===== config.mk =====
export PLATFORM = sky130hd
export DESIGN_NAME = seg_scan_ctrl
export DESIGN_NICKNAME = d
export VERILOG_FILES = /design/src/rtl/seg_scan_ctrl.sv
export SDC_FILE = /design/constraint.sdc
export NUM_CORES = 1
export LEC_CHECK = 0
export CAP_MARGIN = 20
export CORE_MARGIN = 3
export CORE_UTILIZATION = 55
export CTS_CLUSTER_SIZE = 30
export DETAILED_ROUTE_END_ITERATION = 6
export PLACE_DENSITY = 0.8
export REMOVE_ABC_BUFFERS = 1
export SYNTH_ARGS = -nofsm -noshare
export SYNTH_HDL_FRONTEND = slang
export SYNTH_SLANG_ARGS = --single-unit

===== constraint.sdc =====
create_clock -name clk -period 3.5 [get_ports clk]
set_clock_uncertainty 0.15 [all_clocks]
set_input_delay 0.7 -clock clk [delete_from_list [all_inputs] [get_ports clk]]
set_output_delay 0.7 -clock clk [all_outputs]
set_load 0.02 [all_outputs]

===== src/rtl/seg_scan_ctrl.sv =====
// Multiplexed 4-digit display scan controller driving one shared 2-bit segment encoder.
// Optional inter-digit blanking is compiled in with the SEG_SCAN_BLANK_EN macro.
module seg_scan_ctrl #(
  parameter int unsigned SCAN_DIV     = 50000,
  parameter int unsigned BLANK_CYCLES = 8
) (
  input  logic       clk,
  input  logic       rst,
  input  logic [7:0] counts,
  input  logic [3:0] digit_mask,
  output logic [1:0] enc_count,
  output logic [3:0] digit_en_n,
  output logic [1:0] digit_idx,
  output logic       frame_tick
);

  localparam int unsigned TW = $clog2(SCAN_DIV);

  if (SCAN_DIV < 2 || BLANK_CYCLES < 1) begin : g_cfg_check
    $error("seg_scan_ctrl: SCAN_DIV must be >= 2 and BLANK_CYCLES >= 1");
  end

`ifdef SEG_SCAN_BLANK_EN
  localparam int unsigned BW = $clog2(BLANK_CYCLES + 1);
  typedef enum logic [0:0] {SHOW = 1'b0, BLANK = 1'b1} state_e;
  logic [BW-1:0] bcnt_q, bcnt_d;
`else
  typedef enum logic [0:0] {SHOW = 1'b0} state_e;
`endif

  state_e        state_q, state_d;
  logic          run_q, run_d;
  logic [TW-1:0] timer_q, timer_d;
  logic [1:0]    idx_q, idx_d;
  logic [1:0]    enc_q, enc_d;
  logic [3:0]    en_n_q, en_n_d;
  logic          tick_q, tick_d;
  logic [1:0]    first_idx, nxt_idx;

  function automatic logic [1:0] digit_of(input logic [7:0] c, input logic [1:0] s);
    digit_of = c[{s, 1'b0} +: 2];
  endfunction

  function automatic logic [3:0] lit_n(input logic [1:0] s);
    lit_n = ~(4'b0001 << s);
  endfunction

  // Lowest enabled index; used for every fresh start.
  function automatic logic [1:0] lowest(input logic [3:0] m);
    lowest = 2'd0;
    for (int k = 3; k >= 0; k--) begin
      if (m[k]) lowest = 2'(k);
    end
  endfunction

  // Next enabled index in circular order; falls back to cur when it is the only one.
  function automatic logic [1:0] next_en(input logic [1:0] cur, input logic [3:0] m);
    logic [1:0] c;
    next_en = cur;
    for (int k = 3; k >= 1; k--) begin
      c = cur + 2'(k);
      if (m[c]) next_en = c;
    end
  endfunction

  assign first_idx = lowest(digit_mask);
  assign nxt_idx   = next_en(idx_q, digit_mask);

  // Next-state and registered-output logic.
  always_comb begin
    state_d = state_q;
    run_d   = run_q;
    timer_d = timer_q;
    idx_d   = idx_q;
    enc_d   = enc_q;
    en_n_d  = 4'hF;
    tick_d  = 1'b0;
`ifdef SEG_SCAN_BLANK_EN
    bcnt_d  = bcnt_q;
`endif
    if (digit_mask == 4'b0000) begin
      state_d = SHOW;
      run_d   = 1'b0;
      timer_d = '0;
`ifdef SEG_SCAN_BLANK_EN
      bcnt_d  = '0;
`endif
    end else if (!run_q) begin
      state_d = SHOW;
      run_d   = 1'b1;
      timer_d = '0;
      idx_d   = first_idx;
      enc_d   = digit_of(counts, first_idx);
      en_n_d  = lit_n(first_idx);
    end else begin
      case (state_q)
        SHOW: begin
          en_n_d = digit_mask[idx_q] ? lit_n(idx_q) : 4'hF;
          if (timer_q == TW'(SCAN_DIV - 1)) begin
            timer_d = '0;
            idx_d   = nxt_idx;
            tick_d  = (nxt_idx <= idx_q);
`ifdef SEG_SCAN_BLANK_EN
            state_d = BLANK;
            bcnt_d  = '0;
            en_n_d  = 4'hF;
`else
            enc_d   = digit_of(counts, nxt_idx);
            en_n_d  = lit_n(nxt_idx);
`endif
          end else begin
            timer_d = timer_q + TW'(1);
          end
        end
`ifdef SEG_SCAN_BLANK_EN
        BLANK: begin
          if (bcnt_q == BW'(BLANK_CYCLES - 1)) begin
            state_d = SHOW;
            bcnt_d  = '0;
            enc_d   = digit_of(counts, idx_q);
            en_n_d  = digit_mask[idx_q] ? lit_n(idx_q) : 4'hF;
          end else begin
            bcnt_d  = bcnt_q + BW'(1);
          end
        end
`endif
        default: state_d = SHOW;
      endcase
    end
  end

  always_ff @(posedge clk or posedge rst) begin
    if (rst) begin
      state_q <= SHOW;
      run_q   <= 1'b0;
      timer_q <= '0;
      idx_q   <= 2'd0;
      enc_q   <= 2'd0;
      en_n_q  <= 4'hF;
      tick_q  <= 1'b0;
`ifdef SEG_SCAN_BLANK_EN
      bcnt_q  <= '0;
`endif
    end else begin
      state_q <= state_d;
      run_q   <= run_d;
      timer_q <= timer_d;
      idx_q   <= idx_d;
      enc_q   <= enc_d;
      en_n_q  <= en_n_d;
      tick_q  <= tick_d;
`ifdef SEG_SCAN_BLANK_EN
      bcnt_q  <= bcnt_d;
`endif
    end
  end

  assign enc_count  = enc_q;
  assign digit_en_n = en_n_q;
  assign digit_idx  = idx_q;
  assign frame_tick = tick_q;

endmodule


Word-level counts from Yosys, hierarchy flattened:

Index checks and enable logic that the tools add are counted.

* input port bits: 14
* ROM bits: 0
* logic and storage cells: 58
* memories: 0
* RAM bits: 0
* bits in latches: 0
* output and inout bits: 9
* bits in registers: 26

* eq/ne operators: 2
* reduce and logical (&&, ||, !) cells: 2
* multiply operators: 0
* add/subtract/negate cells: 4
* bitwise gates (word level): 4
* divide/modulo/power cells: 0
* multiplexer cells: 30
* $lt $le $gt $ge: 5
* shift operators: 5

Operators with widths (number)
* $mux W16: 3
* $mux W2: 11
* $add A16 B1 Y16 const B: 1
* $eq A16 B16 Y1 const B: 1
* $mux W4: 4
* $shiftx A8 B4 Y2: 2
* $lt A2 B3 Y1 const B: 4
* $not A4 Y4: 3
* $shl A1 B2 Y4 const A: 3
* $bmux W1 S2: 4
* $mux W1: 8
* $add A2 B2 Y2 const B: 2
* $logic_not A4 Y1: 1
* $add A2 B1 Y2 const B: 1
* $le A2 B2 Y1: 1
* $ne A2 B1 Y1 const B: 1
* $reduce_and A2 Y1: 1
* $not A1 Y1: 1

Logic depth before layout (Yosys ltp):

* depth in word-level cells: 11
* depth in mapped cells: 12

Worst setup path after synthesis:

No wires, ideal clock.

* kind: reg-to-reg
* start point: register idx_q[1], in the netlist digit_idx[1]
* end point: register enc_q[0], in the netlist enc_count[0]
* clock period less this slack: 3209 ps
* buffers on the path: 2
* slack: 291 ps
* cell stages (with the launch flop): 10
* data arrival time: 2933 ps
* library setup time: 126 ps
* required time: 3224 ps
* path through: dfrtp_1 > clkbuf_1 > inv_1 > ha_1 > clkbuf_1 > mux2i_1 > a31o_2 > a31oi_1 > mux2_2 > a221o_1

* cells in the longest elaborated chain, start to end: 9
* elaborated cells between the ends (all ways): 15
* those cells by class: add/sub (3); shift (1); mux (11)

Ends and longest elaborated chain
* start, declared: RTL line 34 `logic [1:0] idx_q, idx_d;`
* start signal, assigned: RTL line 148 `idx_q <= idx_d;`
* $add A2 B2 Y2: RTL line 61 `c = cur + 2'(k);`
* $bmux W1 S2: RTL line 62 `if (m[c]) next_en = c;`
* $mux W1 (not written as such): RTL line 62
* $mux W2 (2 in series): RTL line 62
* $mux W2 (*): RTL line 62
* $shiftx A8 B4 Y2 (*): RTL line 41 `digit_of = c[{s, 1'b0} +: 2];`
* $mux W2 (*): RTL line 99 `if (timer_q == TW'(SCAN_DIV - 1)) begin`
* $mux W2 (*): RTL line 88 `end else if (!run_q) begin`
* end signal, assigned: RTL line 149 `enc_q <= enc_d;`
* end, declared: RTL line 35 `logic [1:0] enc_q, enc_d;`

Every way passes the cells marked *; elsewhere a longest branch is shown, timed or not. The select of a mux whose other input is x is not followed.
A chain may end at the register's enable or synchronous reset.

Worst setup path after layout:

* start point: input digit_mask[0]
* end point: register enc_q[0], in the netlist enc_count[0]

* cells in the longest elaborated chain, start to end: 8
* elaborated cells between the ends (all ways): 17
* those cells by class: shift (2); mux (12); bitwise (1); reduce/logical (2)

Ends and longest elaborated chain
* start, declared: RTL line 10 `input logic [3:0] digit_mask,`
* $bmux W1 S2: RTL line 62
* $mux W1 (not written as such): RTL line 62
* $mux W2 (3 in series): RTL line 62
* $shiftx A8 B4 Y2: RTL line 41
* $mux W2: RTL line 99
* $mux W2: RTL line 88

Parallel ways exist; a longest one is shown, timed or not. The select of a mux whose other input is x is not followed.

==> impl_metrics.csv <==
group,metric,value,unit
cells_and_area,stdcell_area,0.00203,mm^2
pwr,p_switching,0.524,mW
run_status,outcome,"complete, no violations",
routing,vias,1407,
global_routing,grt_util_all_layers,21.1,%
routing,drt_pass1_iterations,4,
clock_network,clk_latency,0.32,ns
timing,worst_pin_slew,0.917,ns
synth,syn_area,0.00172,mm^2
routing,drc,0,
global_routing,grt-ovfl-total,0,
synth,synth_most_common_cell,"nor2_1",
floorplanning,core,0.00288,mm^2
pwr,leakage,0.886,nW
pwr,power_density,646,mW/mm^2
clock_network,path_clk_slew,0.14,ns
pwr,p_int,0.787,mW
global_routing,grt-busiest-layer,"met2",
placement,post-dp-hpwl,2620,um
routing,drt_iter0_drc,47,
synth,synth-edff-count,0,
global_routing,grt_pass1_vias,1402,
synth,yosysWarnings,0,
setup_path,endpoint_kind,"flop",
clock_network,htreeDepth,1,
clock_network,ctsLongestPathBuffers,2,
timing,max_freq,347,MHz
clock_network,post_cts_buffers,0,
clock_network,cts_resized,0,
synth,synthTopCellsByArea,"dfrtp_1, dfstp_2, ha_1, nor2_1, xor2_1",
cells_and_area,fillers,221,
hold_path,whs_path_depth,1,
global_routing,met3_usage,4.34,%
clock_network,cts_root_buf,"clkbuf_4",
placement,gp_congestion,0.899,
timing,period_share,82.3,%
floorplanning,initial_core_util,59.8,%
setup_path,cp_slowest_cell,"clkdlybuf4s50_1",
pwr,power,1.31,mW
floorplanning,die_w,61.9,um
timing,slew_headroom,38.8,%
floorplanning,ios,23,
setup_path,arrival,2.95,ns
synth,yosys-top-cells-count,"nor2_1, dfrtp_1, nand2_1",
global_routing,grt_pass1_wl,6070,um
clock_network,cts_buffers,3,
setup_path,critPathRequiredTime,3.57,ns
routing,drt-wirelength-per-cell,14.0,um
timing,drv_slew,0,
global_routing,met2_usage,35.3,%
clock_network,cts.sinks,26,
setup_path,worst-path-buf-inv,1,
global_routing,use_met1,28.1,%
setup_path,crit_path_cell_trace,"clkdlybuf4s50_1, mux2i_1, a31o_2, a31oi_1, mux2_2, a221o_1",
synth,synthArstFlopShare,100,%
synth,ys_seq_area_share,38.1,%
cells_and_area,nets,229,
routing,finalWirelength,3480,um
pwr,seq_power_share,31.7,%
synth,synth.distinct_cells,44,
placement,io_buffers,22,
synth,ys.flop_type,"dfrtp_1",
synth,synth.avg_cell_area,9.29,um^2
timing,setup_viol,0,
setup_path,max_stage_delay,0.68,ns
floorplanning,design.die.area,0.00383,mm^2
pwr,power_frac_clock,11.3,%
timing,rsz0062_at_grt,"false",
setup_path,crit_family,"compound AO/OA/AOI/OAI gates",
synth,synth-seq-cells,26,
synth,synth_area_leader_cell,"dfrtp_1",
clock_network,cts_hold_buffers,0,
routing,drt-vias-per-instance,5.65,
global_routing,antenna_found_initial,0,
run,cap_violations,0,
timing,finalHoldViolCount,0,
setup_path,worstSetupPathType,"input pin to flop",
cells_and_area,layout-drive-gt1-share,15.5,%
cells_and_area,n_antenna_cell,0,
placement,postPlaceCellArea,0.00199,mm^2
setup_path,rr_worst_depth,7,
timing,post-route-min-period,2.88,ns
setup_path,path_max_fanout,12,
pwr,p_sw_share,40.0,%
timing,fin_setup_tns,0,ns
synth,netlist_instances,185,
pwr,combPwrFrac,57.0,%
routing,antenna_left,0,
hold_path,worstHoldPathType,"flop to flop",
cells_and_area,syn_to_final_growth,18.0,%
setup_path,crit_path_start_kind,"input pin",
pwr,irDropWorstVdd,0.000464,V
global_routing,grt_max_degree,27,
floorplanning,die_y,61.9,um
setup_path,worst-path-stages,6,
floorplanning,row_count,19,
clock_network,tritoncts,"yes",
synth,synth.top_cell.area_share,32.0,%
==> worst reg2reg max path, cell delays in order, from the launching register on <==
cell and delay [ns]:
dfrtp_1 0.38, inv_1 0.10, ha_1 0.51, mux2i_1 0.25, o211ai_1 0.12, a31oi_1 0.47, mux2_2 0.40, a221o_1 0.34
==> power by group through the flow <==
stage | Sequential (mW) | Clock, mW | Combinational, mW
6_report | 0.416 | 0.148 | 0.747
5_1_grt | 0.426 | 0.163 | 0.830
4_1_cts | 0.416 | 0.153 | 0.744
3_5_place_dp | 0.421 | 0 | 0.740
3_3_place_gp | 0.419 | 0 | 0.717
2_1_floorplan | 0.501 | 0 | 0.440
==> per-stage QoR <==
step	util [%]	hold slack, ns	std cells	worst slack [ns]
after global placement	69.3	0.298	245	0.361
final	70.6	0.327	249	0.621
after detailed placement	69.3	0.312	245	0.280
after floorplan	-	0.283	176	0.431
after CTS	70.6	0.331	249	0.640
after global routing	70.6	0.358	249	0.545
==> cell type report <==
| type | count | area (um^2) | share of cell area [%] |
|---|---|---|---|
| multi-input combinational | 139 | 986 | 48.6 |
| sequential | 26 | 656 | 32.3 |
| timing repair buffer | 27 | 258 | 12.7 |
| tap | 42 | 52.6 | 2.59 |
| inverter | 11 | 41.3 | 2.03 |
| clock buffer | 4 | 36.3 | 1.79 |
==> sequential cells by signal, indices dropped and copies added (netlist names) <==
signal / cells
digit_en_n: 4
digit_idx: 2
enc_count: 2
frame_tick: 1
run_q: 1
timer_q: 16
==> cell families (layout without fill, tap and decap cells) <==
group / count (synthesis) / after routing / share of synthesized area (%)
AOI/OAI and AO/OA: 32 / 32 / 13.5
xor gates and xnor gates: 14 / 14 / 7.13
adders and majority gates: 7 / 7 / 5.09
buffers and inverters: 20 / 42 / 4.51
DFF: 26 / 26 / 38.1
muxes: 12 / 12 / 8.08
and+or+nand+nor: 74 / 74 / 23.5
==> cell usage in the layout, fill, tap and decap left out, drive strengths merged, types with 2 or more instances in the layout <==
cell type / instances
clkbuf: 4
mux2i: 6
mux2: 5
nor2: 23
nor3: 3
nand2: 13
ha: 7
o22ai: 2
nor2b: 2
o21ai: 6
xor2: 8
nor4: 4
dfrtp: 22
o211ai: 2
buf: 5
xnor2: 6
or3: 3
a221o: 2
or2: 3
a31o: 3
inv: 11
and3: 3
a21oi: 8
clkdlybuf4s50: 22
nand2b: 4
dfstp: 4
nand3: 10
==> per-layer routing <==
metal  vias to the layer above  part of all wire (%)
met2                        35                    49
li1                        699                     -
met4                         0                  0.49
met3                         2                   4.0
met1                       671                    46
met5                         -                     0
==> worst paths after layout <==
path / to / slack, ns / startpoint
max: enc_count[0] / 0.62 / digit_mask[0]
min: timer_q[0] / 0.33 / timer_q[0]
max reg2reg: enc_count[0] / 0.68 / digit_idx[1]
min reg2reg: timer_q[0] / 0.33 / timer_q[0]
max in group asynchronous: frame_tick / 1.92 / rst
min in group asynchronous: timer_q[1] / 0.71 / rst
No activity file was read; power rests on OpenSTA's default activity.
